**src/rtl/vdp1_vram_arbiter.sv**
```systemverilog
// Shares the single VDP1 VRAM port between CPU accesses, 16-word command-table
// bursts and preemptible sprite-pattern bursts; owns every VRAM_* output.
module vdp1_vram_arbiter #(
  parameter int ADDR_W    = 18,
  parameter int CMD_WORDS = 16,
  parameter int PAT_LEN_W = 4
) (
  input  logic                 CLK,
  input  logic                 RST,
  input  logic                 CE_R,
  input  logic                 CPU_REQ,
  input  logic [ADDR_W-1:0]    CPU_A,
  input  logic [15:0]          CPU_D,
  input  logic [1:0]           CPU_WE,
  output logic                 CPU_ACK,
  output logic [15:0]          CPU_Q,
  input  logic                 CMD_REQ,
  input  logic [ADDR_W-1:0]    CMD_A,
  output logic                 CMD_VALID,
  output logic [$clog2(CMD_WORDS)-1:0] CMD_IDX,
  output logic [15:0]          CMD_Q,
  output logic                 CMD_DONE,
  input  logic                 PAT_REQ,
  input  logic [ADDR_W-1:0]    PAT_A,
  input  logic [PAT_LEN_W-1:0] PAT_LEN,
  output logic                 PAT_VALID,
  output logic [15:0]          PAT_Q,
  output logic                 PAT_DONE,
  output logic [ADDR_W-1:0]    VRAM_A,
  output logic [15:0]          VRAM_D,
  output logic [1:0]           VRAM_WE,
  output logic                 VRAM_RD,
  input  logic [15:0]          VRAM_Q,
  input  logic                 VRAM_RDY,
  output logic                 BUSY
);

  localparam int IDX_W = $clog2(CMD_WORDS);

  typedef enum logic [1:0] {IDLE, CPU_WAIT, CMD_WAIT, PAT_WAIT} state_e;

  state_e                 state_q,     state_d;
  logic [ADDR_W-1:0]      vram_a_q,    vram_a_d;
  logic [15:0]            vram_d_q,    vram_d_d;
  logic [1:0]             vram_we_q,   vram_we_d;
  logic                   vram_rd_q,   vram_rd_d;
  logic                   cpu_ack_q,   cpu_ack_d;
  logic [15:0]            cpu_q_q,     cpu_q_d;
  logic                   cpu_wr_q,    cpu_wr_d;
  logic                   cmd_valid_q, cmd_valid_d;
  logic [IDX_W-1:0]       cmd_idx_q,   cmd_idx_d;
  logic [15:0]            cmd_q_q,     cmd_q_d;
  logic                   cmd_done_q,  cmd_done_d;
  logic [IDX_W-1:0]       cmd_cnt_q,   cmd_cnt_d;
  logic                   pat_valid_q, pat_valid_d;
  logic [15:0]            pat_q_q,     pat_q_d;
  logic                   pat_done_q,  pat_done_d;
  logic [PAT_LEN_W-1:0]   pat_rem_q,   pat_rem_d;
  logic [ADDR_W-1:0]      pat_addr_q,  pat_addr_d;
  logic                   pat_pend_q,  pat_pend_d;
  logic                   complete;

  // A VRAM_RDY seen while a strobe is still out belongs to the issue cycle.
  assign complete = VRAM_RDY && !vram_rd_q && (vram_we_q == 2'b00);

  always_comb begin
    // NOTE: every next-state value defaults to hold first, so no path through
    // the case below can leave a signal unassigned and infer a latch.
    state_d     = state_q;
    vram_a_d    = vram_a_q;
    vram_d_d    = vram_d_q;
    vram_we_d   = vram_we_q;
    vram_rd_d   = vram_rd_q;
    cpu_ack_d   = cpu_ack_q;
    cpu_q_d     = cpu_q_q;
    cpu_wr_d    = cpu_wr_q;
    cmd_valid_d = cmd_valid_q;
    cmd_idx_d   = cmd_idx_q;
    cmd_q_d     = cmd_q_q;
    cmd_done_d  = cmd_done_q;
    cmd_cnt_d   = cmd_cnt_q;
    pat_valid_d = pat_valid_q;
    pat_q_d     = pat_q_q;
    pat_done_d  = pat_done_q;
    pat_rem_d   = pat_rem_q;
    pat_addr_d  = pat_addr_q;
    pat_pend_d  = pat_pend_q;

    if (CE_R) begin
      cpu_ack_d   = 1'b0;
      cmd_valid_d = 1'b0;
      cmd_done_d  = 1'b0;
      pat_valid_d = 1'b0;
      pat_done_d  = 1'b0;
      vram_rd_d   = 1'b0;
      vram_we_d   = 2'b00;

      unique case (state_q)
        IDLE: begin
          // Pulses still high mean the requester has not yet seen its ack.
          if (CPU_REQ && !cpu_ack_q) begin
            vram_a_d  = CPU_A;
            vram_d_d  = CPU_D;
            vram_we_d = CPU_WE;
            vram_rd_d = (CPU_WE == 2'b00);
            cpu_wr_d  = (CPU_WE != 2'b00);
            state_d   = CPU_WAIT;
          end else if (CMD_REQ && !cmd_done_q && !pat_pend_q) begin
            vram_a_d  = CMD_A;
            vram_rd_d = 1'b1;
            cmd_cnt_d = '0;
            state_d   = CMD_WAIT;
          end else if (PAT_REQ && !pat_done_q) begin
            vram_a_d  = pat_pend_q ? pat_addr_q : PAT_A;
            pat_rem_d = pat_pend_q ? pat_rem_q : PAT_LEN;
            vram_rd_d = 1'b1;
            state_d   = PAT_WAIT;
          end
        end

        CPU_WAIT: if (complete) begin
          if (!cpu_wr_q) cpu_q_d = VRAM_Q;
          cpu_ack_d = 1'b1;
          state_d   = IDLE;
        end

        CMD_WAIT: if (complete) begin
          cmd_q_d     = VRAM_Q;
          cmd_idx_d   = cmd_cnt_q;
          cmd_valid_d = 1'b1;
          if (cmd_cnt_q == IDX_W'(CMD_WORDS - 1)) begin
            cmd_done_d = 1'b1;
            state_d    = IDLE;
          end else begin
            cmd_cnt_d = cmd_cnt_q + IDX_W'(1);
            vram_a_d  = vram_a_q + ADDR_W'(1);
            vram_rd_d = 1'b1;
          end
        end

        PAT_WAIT: if (complete) begin
          pat_q_d     = VRAM_Q;
          pat_valid_d = 1'b1;
          if (pat_rem_q == '0) begin
            pat_done_d = 1'b1;
            pat_pend_d = 1'b0;
            state_d    = IDLE;
          end else if (CPU_REQ) begin
            pat_addr_d = vram_a_q + ADDR_W'(1);
            pat_rem_d  = pat_rem_q - PAT_LEN_W'(1);
            pat_pend_d = 1'b1;
            state_d    = IDLE;
          end else begin
            pat_rem_d = pat_rem_q - PAT_LEN_W'(1);
            vram_a_d  = vram_a_q + ADDR_W'(1);
            vram_rd_d = 1'b1;
          end
        end

        default: state_d = IDLE;
      endcase
    end
  end

  // NOTE: state registers use non-blocking assignments so every flop samples
  // the pre-edge value of the others, matching real hardware.
  always_ff @(posedge CLK) begin
    if (RST) begin
      state_q     <= IDLE;
      vram_a_q    <= '0;
      vram_d_q    <= '0;
      vram_we_q   <= '0;
      vram_rd_q   <= 1'b0;
      cpu_ack_q   <= 1'b0;
      cpu_q_q     <= '0;
      cpu_wr_q    <= 1'b0;
      cmd_valid_q <= 1'b0;
      cmd_idx_q   <= '0;
      cmd_q_q     <= '0;
      cmd_done_q  <= 1'b0;
      cmd_cnt_q   <= '0;
      pat_valid_q <= 1'b0;
      pat_q_q     <= '0;
      pat_done_q  <= 1'b0;
      pat_rem_q   <= '0;
      pat_addr_q  <= '0;
      pat_pend_q  <= 1'b0;
    end else begin
      state_q     <= state_d;
      vram_a_q    <= vram_a_d;
      vram_d_q    <= vram_d_d;
      vram_we_q   <= vram_we_d;
      vram_rd_q   <= vram_rd_d;
      cpu_ack_q   <= cpu_ack_d;
      cpu_q_q     <= cpu_q_d;
      cpu_wr_q    <= cpu_wr_d;
      cmd_valid_q <= cmd_valid_d;
      cmd_idx_q   <= cmd_idx_d;
      cmd_q_q     <= cmd_q_d;
      cmd_done_q  <= cmd_done_d;
      cmd_cnt_q   <= cmd_cnt_d;
      pat_valid_q <= pat_valid_d;
      pat_q_q     <= pat_q_d;
      pat_done_q  <= pat_done_d;
      pat_rem_q   <= pat_rem_d;
      pat_addr_q  <= pat_addr_d;
      pat_pend_q  <= pat_pend_d;
    end
  end

  assign VRAM_A    = vram_a_q;
  assign VRAM_D    = vram_d_q;
  assign VRAM_WE   = vram_we_q;
  assign VRAM_RD   = vram_rd_q;
  assign CPU_ACK   = cpu_ack_q;
  assign CPU_Q     = cpu_q_q;
  assign CMD_VALID = cmd_valid_q;
  assign CMD_IDX   = cmd_idx_q;
  assign CMD_Q     = cmd_q_q;
  assign CMD_DONE  = cmd_done_q;
  assign PAT_VALID = pat_valid_q;
  assign PAT_Q     = pat_q_q;
  assign PAT_DONE  = pat_done_q;
  assign BUSY      = (state_q != IDLE);

endmodule

```
**config.mk**
```make
export PLATFORM = sky130hd
export DESIGN_NAME = vdp1_vram_arbiter
export DESIGN_NICKNAME = d
export VERILOG_FILES = /design/src/rtl/vdp1_vram_arbiter.sv
export SDC_FILE = /design/constraint.sdc
export NUM_CORES = 1
export LEC_CHECK = 0
export CAP_MARGIN = 30
export CORE_ASPECT_RATIO = 1.25
export CORE_MARGIN = 5
export CORE_UTILIZATION = 46
export DETAILED_ROUTE_END_ITERATION = 8
export GPL_TIMING_DRIVEN = 0
export PLACE_DENSITY = 0.8
export SLEW_MARGIN = 40
export SYNTH_ARGS = -nofsm -noshare
export SYNTH_HDL_FRONTEND = slang
export SYNTH_SLANG_ARGS = --single-unit
```
**constraint.sdc**
```tcl
create_clock -name CLK -period 2.81 [get_ports CLK]
set_input_delay 0.562 -clock CLK [delete_from_list [all_inputs] [get_ports CLK]]
set_output_delay 0.562 -clock CLK [all_outputs]
set_load 0.005 [all_outputs]
```
==> results.toml <==
[route]
wire_per_inst_um = 17.9
finalWirelength_mm = 20.8
antenna_left = 0
drc = 0
firstDrtPassIters = 5
routed-via-count = 6439
first_iter_violations = 501
viasPerCell = 5.57

[worst_setup_path]
path_max_fanout = 10
critical_path.endpoint_type = "flop"
crit_start = "VRAM_RDY"
cp_cell_sequence = "clkdlybuf4s50_1, nor4b_2, nand4_2, nor3b_4, buf_2, a211oi_1"
r2r-start = "VRAM_A[1]"
worstPathRequired_ns = 3.08
arrival_ns = 2.92
slowest_stage = "nor3b_4"
crit_type = "in2reg"
r2r_slack_ns = 0.31
cp_slowest_stage_delay_ns = 0.56
critPathLaunchType = "input pin"

[placement]
place_ws_ns = -0.279
dp_hpwl_mm = 15.2
placed_cell_area_mm2 = 0.00804
place_congestion = 0.949
portBuffers = 192

[run_status]
outcome = "finished, final reports clean"

[synth]
ys_top_cells_by_area = "dfxtp_1 42%, nand2_1 11%, a21oi_1 8.3%"
netlist_instances = 765
syn-cell-area_mm2 = 0.00591
synth_top_area_share_pct = 42.0
seq_area_frac_synth_pct = 42.0
synth-async-reset-ratio_pct = 0
synth.distinct_cells = 63
syn-num-nets = 867
yosys.area.top_type = "dfxtp_1"
yosys_most_used_dff = "dfxtp_1"
syn_area_per_cell_um2 = 7.72
yosysWarnings = 0
synth-edff-count = 0
synth_seq_cells = 124

[final_layout]
fin_util_pct = 68.5
drive_gt1_share_pct = 5.86
fin_nets = 1078
antenna_cells = 0
postLayoutCellArea_mm2 = 0.00868
syn_to_final_growth_pct = 46.9

[pwr]
irDropWorstVdd_mv = 0.428
pwr-share-clk_pct = 46.3
power_frac_comb_pct = 16.9
p_total_mw = 5.17
seq_power_share_pct = 36.9
switchingPower_mw = 1.42
p_int_mw = 3.76
leakage_nw = 3.03
switching_share_pct = 27.4
power_density_mw_per_mm2 = 596

[sta]
setup_slack_ns = 0.160
tightest_slew_ns = 0.661
finalMaxSlewViolations = 0
hold_violations = 0
setup_viol = 0
period_needed_ns = 2.65
slew_headroom_pct = 55.9
fmax_ghz = 0.377
skew_ns = 0.00822
finalCritPeriodShare_pct = 94.3
timing.hold.ws_ns = 0.452
rsz0062_at_grt = "no"

[cts]
cts_buffer_depth = 2
htreeDepth = 4
clock-sinks = 124
clock-root-buffer = "clkbuf_16"
clk_pin_slew_ns = 0.06
cts_hold_buf = 0
cts_made_buffers = 17
clkLatencyLatePin_ns = 0.42
cts_tree = "yes"

[floorplan]
start_util_pct = 46.7
row_count = 46
die_w_um = 111
die-area_mm2 = 0.0152
io-pin-count = 194
die_h_um = 137
coreArea_mm2 = 0.0127

[min_path]
hold_path.class = "reg2reg"
min_from = "VRAM_D[1]"

[global_routing]
grt_pass1_wl_mm = 32.6
grt_pass1_vias = 6402
grt_max_degree = 17
antenna_found_initial = 0
overflow = 0
grt.total_usage_pct = 26.8

[run]
cap_violations = 0
==> placed cells by master, fill, tap and decap left out, drive strengths merged, types with 14 or more instances in the layout <==
master | Yosys | routed
clkdlybuf4s50 | 0 | 192
nand2 | 177 | 177
dfxtp | 124 | 124
a21oi | 99 | 99
clkbuf | 48 | 65
nor2 | 57 | 57
nand3 | 27 | 27
a211oi | 20 | 20
and3 | 17 | 17
o21ai | 17 | 17
mux2i | 16 | 16
nor3 | 14 | 14
inv | 9 | 14
==> worst paths after layout <==
check,endpoint,cells past startpoint
max reg2reg,VRAM_A[16],6
min reg2reg,VRAM_D[1],2
max,pat_addr_q[15],6
min,VRAM_D[1],2
==> worst max-delay path, delay by kind of cell <==
kind,cells,cell delay (ns)
AND/OR/NAND/NOR,3,1.40
buffers and inverters,2,0.84
AO/OA/AOI/OAI,1,0.12
==> cell usage after synthesis, drive strengths merged, types with 4 or more instances <==
cell type / instances
nor4: 6
o21ai: 17
nor3b: 7
a221oi: 8
clkbuf: 48
o221ai: 9
or3: 8
nand4: 4
a31oi: 5
nand4b: 4
inv: 9
nor3: 14
nand3: 27
a211oi: 20
xor2: 7
a21oi: 99
nand2b: 12
nor2b: 9
and3: 17
and2: 4
nor2: 57
mux2i: 16
dfxtp: 124
buf: 11
nand2: 177
==> state kept, by name (all words and copies together), names as in the netlist, 16 cells and up <==
register    flops
VRAM_A         18
pat_addr_q     18
CMD_Q          16
CPU_Q          16
PAT_Q          16
VRAM_D         16
==> cells by family (layout without fill, tap and decap cells) <==
group                      count (synthesis)  in the layout  synth area share (%)
adders and majority gates                  3              3                 0.636
xor gates and xnor gates                  10             10                  1.48
and+or+nand+nor                          354            354                  28.1
DFF                                      124            124                  42.0
buffers and inverters                     68            292                  4.79
AOI/OAI and AO/OA                        190            190                  20.3
muxes                                     16             16                  2.71
==> metrics by stage <==
stage                     TNS, ns  instances
final                           0       1157
after global routing            0       1157
after CTS                       0       1157
after detailed placement    -6.84       1125
after global placement      -6.16       1125
after floorplan                 0        765
==> area by class of cell <==
cell class / instances / area, µm²
repair buffers: 192 / 1920
well taps: 168 / 210
fillers: 1041 / 3980
inverters: 9 / 33.8
flip-flops and latches: 124 / 2480
clock buffers: 17 / 425
plain buffers: 59 / 250
clock inverters: 15 / 213
multi-input cells: 573 / 3140
==> layer usage <==
| metal | GRT usage, % | share of wire [%] |
|---|---|---|
| met1 | 29.0 | 38 |
| met2 | 46.2 | 48 |
| met3 | 11.1 | 11 |
| met4 | 11.6 | 3.0 |
| met5 | 0 | 0 |
==> power groups by stage <==
stage / Combinational (mW) / Clock [mW] / Sequential (mW)
6_report: 0.872 / 2.39 / 1.91
4_1_cts: 0.865 / 2.40 / 1.90
3_5_place_dp: 0.857 / 0 / 1.94
5_1_grt: 0.944 / 2.49 / 1.92
3_3_place_gp: 0.851 / 0 / 1.94
2_1_floorplan: 0.422 / 0 / 1.93
==> what timing repair did <==
item,4_1_cts,5_1_grt
hold endpoints to repair,0,0
buffers inserted,0,0
gates resized for setup,0,2
setup endpoints to repair,0,10
No activity file was read; power rests on OpenSTA's default activity.
